### src/rtl/io_port_buffer.sv
// CPU I/O port buffer: host->CPU input FIFO and CPU->host output FIFO, both
// first-word-fall-through, with strobe edge detection and sticky loss flags.

module io_port_fifo #(
  parameter int DEPTH = 8,
  parameter int WIDTH = 64
) (
  input  logic                     clk,
  input  logic                     reset,
  input  logic                     push,
  input  logic                     pop,
  input  logic [WIDTH-1:0]         wdata,
  output logic [WIDTH-1:0]         rdata,
  output logic [$clog2(DEPTH):0]   count,
  output logic                     full,
  output logic                     empty
);
  localparam int AW = $clog2(DEPTH);
  localparam int CW = AW + 1;

  logic [DEPTH-1:0][WIDTH-1:0] mem;
  logic [AW-1:0]               rd_ptr, wr_ptr;

  assign full  = (count == CW'(DEPTH));
  assign empty = (count == '0);
  assign rdata = empty ? '0 : mem[rd_ptr];

  // Storage is not reset: empty FIFOs mask stale contents at the output.
  always_ff @(posedge clk) begin
    if (push) mem[wr_ptr] <= wdata;
  end

  always_ff @(posedge clk or negedge reset) begin
    if (!reset) begin
      rd_ptr <= '0;
      wr_ptr <= '0;
      count  <= '0;
    end else begin
      if (push) wr_ptr <= wr_ptr + AW'(1);
      if (pop)  rd_ptr <= rd_ptr + AW'(1);
      unique case ({push, pop})
        2'b10:   count <= count + CW'(1);
        2'b01:   count <= count - CW'(1);
        default: count <= count;
      endcase
    end
  end
endmodule

module io_port_buffer #(
  parameter int DEPTH = 8,
  parameter int WIDTH = 64
) (
  input  logic                   clk,
  input  logic                   reset,
  input  logic                   cpu_in_signal,
  output logic [WIDTH-1:0]       cpu_in_data,
  input  logic                   cpu_out_signal,
  input  logic [WIDTH-1:0]       cpu_out_data,
  input  logic                   host_in_valid,
  output logic                   host_in_ready,
  input  logic [WIDTH-1:0]       host_in_data,
  output logic                   host_out_valid,
  input  logic                   host_out_ready,
  output logic [WIDTH-1:0]       host_out_data,
  output logic [$clog2(DEPTH):0] in_count,
  output logic [$clog2(DEPTH):0] out_count,
  output logic                   overflow,
  output logic                   underflow,
  input  logic                   clear_err
);
  logic prev_in, prev_out;
  logic in_edge, out_edge;
  logic in_full, in_empty, out_full, out_empty;
  logic in_push, in_pop, out_push, out_pop;
  logic uf_set, of_set;

  // prev_* clear on reset so a strobe held across release counts as an edge.
  always_ff @(posedge clk or negedge reset) begin
    if (!reset) begin
      prev_in  <= 1'b0;
      prev_out <= 1'b0;
    end else begin
      prev_in  <= cpu_in_signal;
      prev_out <= cpu_out_signal;
    end
  end

  assign in_edge  = cpu_in_signal  & ~prev_in;
  assign out_edge = cpu_out_signal & ~prev_out;

  assign host_in_ready  = ~in_full;
  assign host_out_valid = ~out_empty;

  assign in_push  = host_in_valid & ~in_full;
  assign in_pop   = in_edge & ~in_empty;
  assign uf_set   = in_edge & in_empty;

  // A full output FIFO still takes the CPU word when the host frees a slot
  // on the same edge.
  assign out_pop  = host_out_ready & ~out_empty;
  assign out_push = out_edge & (~out_full | out_pop);
  assign of_set   = out_edge & out_full & ~out_pop;

  io_port_fifo #(.DEPTH(DEPTH), .WIDTH(WIDTH)) u_in_fifo (
    .clk   (clk),
    .reset (reset),
    .push  (in_push),
    .pop   (in_pop),
    .wdata (host_in_data),
    .rdata (cpu_in_data),
    .count (in_count),
    .full  (in_full),
    .empty (in_empty)
  );

  io_port_fifo #(.DEPTH(DEPTH), .WIDTH(WIDTH)) u_out_fifo (
    .clk   (clk),
    .reset (reset),
    .push  (out_push),
    .pop   (out_pop),
    .wdata (cpu_out_data),
    .rdata (host_out_data),
    .count (out_count),
    .full  (out_full),
    .empty (out_empty)
  );

  // Set beats clear so a loss coincident with clear_err is never hidden.
  always_ff @(posedge clk or negedge reset) begin
    if (!reset) begin
      overflow  <= 1'b0;
      underflow <= 1'b0;
    end else begin
      overflow  <= of_set | (overflow  & ~clear_err);
      underflow <= uf_set | (underflow & ~clear_err);
    end
  end
endmodule

### config.mk
export PLATFORM = sky130hd
export DESIGN_NAME = io_port_buffer
export DESIGN_NICKNAME = d
export VERILOG_FILES = /design/src/rtl/io_port_buffer.sv
export SDC_FILE = /design/constraint.sdc
export NUM_CORES = 1
export LEC_CHECK = 0
export ABC_AREA = 1
export CAP_MARGIN = 5
export CELL_PAD_IN_SITES_DETAIL_PLACEMENT = 1
export CELL_PAD_IN_SITES_GLOBAL_PLACEMENT = 2
export CORE_ASPECT_RATIO = 0.5
export CORE_UTILIZATION = 30
export CTS_BUF_LIST = sky130_fd_sc_hd__clkbuf_4
export DETAILED_ROUTE_END_ITERATION = 7
export GPL_TIMING_DRIVEN = 0
export PLACE_DENSITY = 0.61
export SETUP_SLACK_MARGIN = 0.1
export SLEW_MARGIN = 15
export SYNTH_ARGS = -nofsm -noshare
export SYNTH_HDL_FRONTEND = slang
export SYNTH_SLANG_ARGS = --single-unit
### constraint.sdc
create_clock -name clk -period 6.19 [get_ports clk]
set_clock_uncertainty 0.15 [all_clocks]
set_input_delay 1.238 -clock clk [delete_from_list [all_inputs] [get_ports clk]]
set_output_delay 1.238 -clock clk [all_outputs]
set_load 0.005 [all_outputs]
After elaboration in Yosys (flattened, before gate mapping)
Cells that the tools add are included.
{"block": "totals", "ff_bits": 1048, "word_cells": 88, "output_inout_bits": 140}
{"block": "op_classes", "n_lt_le_gt_ge": 6, "n_reduce_logical": 6, "muxes": 14, "n_addsub": 8, "eq_ne": 6, "bitwise_logic": 22}
{"cell": "512-bit bitwise mux", "count": 2}
{"cell": "64-bit binary-select mux with 3-bit select", "count": 2}
{"cell": "64-bit demux with 3-bit select", "count": 2}
{"cell": "64-bit two-way mux", "count": 6}
{"cell": "3-bit by 4-bit < comparator with 1-bit output (second input constant)", "count": 4}
{"cell": "4-bit case mux with 2 select lines", "count": 2}
{"cell": "3-bit by 1-bit adder with 3-bit output (second input constant)", "count": 4}
{"cell": "1-bit AND", "count": 11}
{"cell": "4-bit by 1-bit adder with 4-bit output (second input constant)", "count": 2}
{"cell": "4-bit equality test (second input constant)", "count": 2}
{"cell": "4-bit zero test", "count": 2}
{"cell": "1-bit inverter", "count": 8}
{"cell": "4-bit by 1-bit subtractor with 4-bit output (second input constant)", "count": 2}
{"cell": "3-bit by 1-bit >= comparator with 1-bit output (second input constant)", "count": 2}
{"cell": "2-bit by 1-bit equality test with 1-bit output (second input constant)", "count": 2}
{"cell": "2-bit equality test (second input constant)", "count": 2}
{"cell": "2-bit nonzero test", "count": 2}
{"cell": "1-bit OR", "count": 3}
{"cell": "1-bit logical AND", "count": 2}

Depth between registers and ports, before layout
{"block": "logic_depth", "word_depth": 7, "depth_mapped": 13}

Modules after synthesis
A second synthesis with hierarchy kept.
{"block": "hier_totals", "hier_cells": 3210, "hier_area_um2": 41388.4}
{"mod": "io_port_fifo at u_in_fifo", "area_each_um2": 20603.5, "cells_each": 1593, "instances": 1}
{"mod": "io_port_fifo at u_out_fifo", "area_each_um2": 20602.3, "cells_each": 1593, "instances": 1}
{"mod": "io_port_buffer", "area_each_um2": 182.7, "cells_each": 24, "instances": 1}

Worst setup path after synthesis
Ideal clock, no wire load.
{"block": "synth_path", "path_kind": "input to register", "startpoint": "input port cpu_out_signal", "endpoint": "register u_out_fifo.mem[0] (netlist name) (enable)", "path_stages": 5, "setup_time_ns": 0.486, "n_path_buf": 0, "setup_slack_ns": 0.954, "t_arrival_ns": 4.600, "cell_sequence": "inv_1 > nor2_1 > nand2_1 > or2_2 > nor2_1"}
{"block": "synth_via", "elab_chain_cells": 2}
{"item": "start: declaration", "line_no": "58", "text": "input logic cpu_out_signal,"}
{"item": "1-bit AND", "line_no": "90", "text": "assign out_edge = cpu_out_signal & ~prev_out;"}
{"item": "1-bit AND", "line_no": "102", "text": "assign out_push = out_edge & (~out_full | out_pop);"}
{"item": "end signal: indexed assignment", "line_no": "30", "text": "if (push) mem[wr_ptr] <= wdata;"}
{"item": "end: declaration", "line_no": "21", "text": "logic [DEPTH-1:0][WIDTH-1:0] mem;"}
No other way between the ends.
A chain may end at the register's enable or synchronous reset.

Final worst setup path
{"block": "layout_path", "startpoint": "register u_in_fifo.count[1]", "endpoint": "output port cpu_in_data[7]"}
{"block": "layout_via", "elab_chain_cells": 2}
{"item": "start: declaration", "line_no": "14", "text": "output logic [$clog2(DEPTH):0] count,"}
{"item": "start signal: assignment", "line_no": "42", "text": "2'b10: count <= count + CW'(1);"}
{"item": "start signal: assignment", "line_no": "43", "text": "2'b01: count <= count - CW'(1);"}
{"item": "start signal: assignment", "line_no": "44", "text": "default: count <= count;"}
{"item": "4-bit zero test", "line_no": "25", "text": "assign empty = (count == '0);"}
{"item": "64-bit two-way mux", "line_no": "26", "text": "assign rdata = empty ? '0 : mem[rd_ptr];"}
{"item": "end: declaration", "line_no": "57", "text": "output logic [WIDTH-1:0] cpu_in_data,"}
No other way between the ends.

==> results.py <==
metrics = {
    "sta": {
        "whs_ps": 364,
        "hold_viol": 0,
        "fin_crit_ps": 5720,
        "fin_crit_sh_pct": 92.3,
        "maxSlewHeadroom_pct": 33.0,
        "fmax_mhz": 175,
        "rsz0062_at_grt": "false",
        "setup_tns_ps": 0,
        "final_max_slew_viol_count": 0,
        "layout_setup_ws_ps": 474,
        "setup_viol": 0,
        "worstMarginPinSlew_ps": 1000,
    },
    "cts": {
        "hold_buffers": 1,
        "cts_sinks": 1048,
        "cts_tree": "built",
        "htree_levels": 5,
        "cts_resized": 0,
        "path_clk_slew_ps": 60,
        "cts-root-buf": "clkbuf_4",
        "clockBufferDepth": 4,
        "worstSkewPairLatency_ps": 1210,
        "cts_buffers": 278,
        "post-cts-setup-buffers": 0,
    },
    "layout": {
        "fin_cells": 5793,
        "drive_above_1_share_pct": 13.8,
        "utilization_pct": 37.5,
        "final_nets": 3943,
        "area_delta_synth_final_pct": 22.8,
    },
    "global_routing": {
        "grt_max_degree": 25,
        "grt.met2_usage_pct": 33.5,
        "use_met3_pct": 3.50,
        "grt_pass1_vias": 30100,
        "grt_busiest_layer": "met2",
        "overflow": 0,
        "antenna_found_initial": 6,
        "use_met1_pct": 23.7,
        "grt_use_total_pct": 19.0,
        "grt_pass1_wl_mm": 197,
    },
    "routing": {
        "ant_nets": 0,
        "dr.pass1.iters": 4,
        "viasPerCell": 4.78,
        "drt-total-wl_mm": 133,
        "drt-initial-drc-count": 1710,
        "wl_per_cell_um": 22.9,
        "num_vias": 27700,
        "drc": 0,
    },
    "run": {
        "max_cap_violations": 0,
    },
    "synth": {
        "yosysWarnings": 0,
        "syn_area_per_cell_um2": 13.0,
        "synth_fp_nets": 3338,
        "synthesis.area_mm2": 0.0414,
        "ys_seq_elements": 1048,
        "netlist-cell-type-count": 24,
        "synth_top_area_cell": "edfxtp_1",
        "synthCells": 3192,
        "synth_area_leaders": "edfxtp_1 (74%), nor2_1 (8.4%), o21ai_0 (6.3%)",
        "ys_seq_area_share_pct": 75.8,
        "yosys.area.top_type_share_pct": 74.3,
    },
    "place": {
        "gp_congestion": 0.735,
        "post-place-ws_ps": 1560,
        "dp_cells": 5359,
        "dp_hpwl_mm": 86.0,
        "portBuffers": 274,
    },
    "setup_path": {
        "endpoint_kind": "output port",
        "arrival_ps": 4330,
        "critPathKind": "reg2out",
        "crit_required_ps": 4800,
        "start_kind": "register",
        "path_max_fanout": 10,
    },
    "floorplan": {
        "start_util_pct": 30.5,
        "rows": 95,
        "pin_count": 275,
        "die_x_um": 527,
        "die_h_um": 265,
        "die_area_mm2": 0.140,
        "core_mm2": 0.136,
    },
    "power_and_ir_drop": {
        "combinationalPowerShare_pct": 41.3,
        "seqPwrFrac_pct": 35.3,
        "switching_power_w": 0.00961,
        "power_frac_clock_pct": 23.4,
        "internal_power_w": 0.0154,
        "p_sw_share_pct": 38.5,
        "p_leak_nw": 17.1,
        "ir_drop_mv": 0.167,
        "cellPowerDensity_mw_per_mm2": 491,
    },
    "run_status": {
        "outcome": "completed",
    },
    "min_path": {
        "holdCritPathClass": "in2reg",
    },
}
worst max-delay path, cell delays in order (launching register included):
cell and delay, ps:
dfrtp_1 430, nor2_1 100, nand2_1 150, clkbuf_1 770, clkbuf_1 590, nand2_1 170, nor2_1 320, clkdlybuf4s50_1 580
state kept, by name (all words and copies together), names as in the netlist:
register / flops
u_in_fifo.rd_ptr: 3
u_in_fifo.count: 4
overflow: 1
prev_in: 1
u_out_fifo.wr_ptr: 3
prev_out: 1
underflow: 1
u_in_fifo.wr_ptr: 3
u_in_fifo.mem: 512
u_out_fifo.count: 4
u_out_fifo.rd_ptr: 3
u_out_fifo.mem: 512
final cells by class:
class,instances,area (µm²)
well taps,1843,2310
multi-input cells,1909,8930
flip-flops and latches,1048,31400
inverters,25,93.8
clock inverters,35,190
fillers,14500,84800
plain buffers,210,1130
clock buffers,391,2940
diodes,7,17.5
repair buffers,325,3850
power by group through the flow:
stage,combinational [W],clock [W],sequential [W]
6_report,0.0103,0.00583,0.00882
5_1_grt,0.0113,0.00638,0.00888
4_1_cts,0.0107,0.00604,0.00882
3_5_place_dp,0.0106,0,0.00897
3_3_place_gp,0.0102,0,0.00912
2_1_floorplan,0.00500,0,0.00897
final timing paths:
path / startpoint / to / slack, ps / depth (start not counted)
worst max-delay path: u_in_fifo.count[1] / cpu_in_data[7] / 470 / 7
max in group asynchronous: reset / u_in_fifo.rd_ptr[2] / 4940 / 2
worst min-delay path: cpu_out_signal / prev_out / 360 / 1
worst max register to register: u_out_fifo.count[2] / u_out_fifo.mem[289] / 3230 / 7
min in group asynchronous: reset / u_in_fifo.wr_ptr[1] / 450 / 2
worst min register to register: prev_in / underflow / 370 / 3
metrics by stage:
stage / instance area, µm² / total power (W)
2_1_floorplan: 41400 / 0.0140
3_3_place_gp: 46400 / 0.0193
3_5_place_dp: 47600 / 0.0196
4_1_cts: 50800 / 0.0255
5_1_grt: 50800 / 0.0266
6_report: 50800 / 0.0250
synthesized netlist by cell type, drive strengths merged:
cell,number
a21oi,3
buf,88
clkbuf,122
dfrtp,24
edfxtp,1024
fa,1
ha,10
inv,25
nand2,170
nand3,9
nand3b,1
nor2,924
o211ai,128
o21ai,518
o22ai,130
or2,2
xnor2,6
xor2,7
logic make-up after synthesis:
| group | share of synthesized area (%) |
|---|---|
| AND/OR/NAND/NOR | 10.1 |
| flip-flops | 75.8 |
| AO/OA/AOI/OAI | 10.6 |
| buffers and inverters | 2.95 |
| XOR/XNOR | 0.275 |
| adder cells (fa/ha/maj) | 0.351 |
layout by cell type, fill, tap and decap left out, drive strengths merged, types with 3 or more instances in the layout:
cell and n:
xnor2 6, edfxtp 1024, diode 7, nor2 924, o22ai 130, dfrtp 24, clkbuf 513, clkinv 29
ha 10, nand3 9, inv 29, o21ai 518, nand2 170, clkdlybuf4s50 273, buf 139, o211ai 128
xor2 7, a21oi 3
metal layers:
metal  vias to the layer above  share of wire [%]
met5                         -              0.029
met4                         6                1.8
met3                       217                3.6
met2                       534                 51
met1                     14000                 44
li1                      12900                  -
No activity file was read; power rests on OpenSTA's default activity.
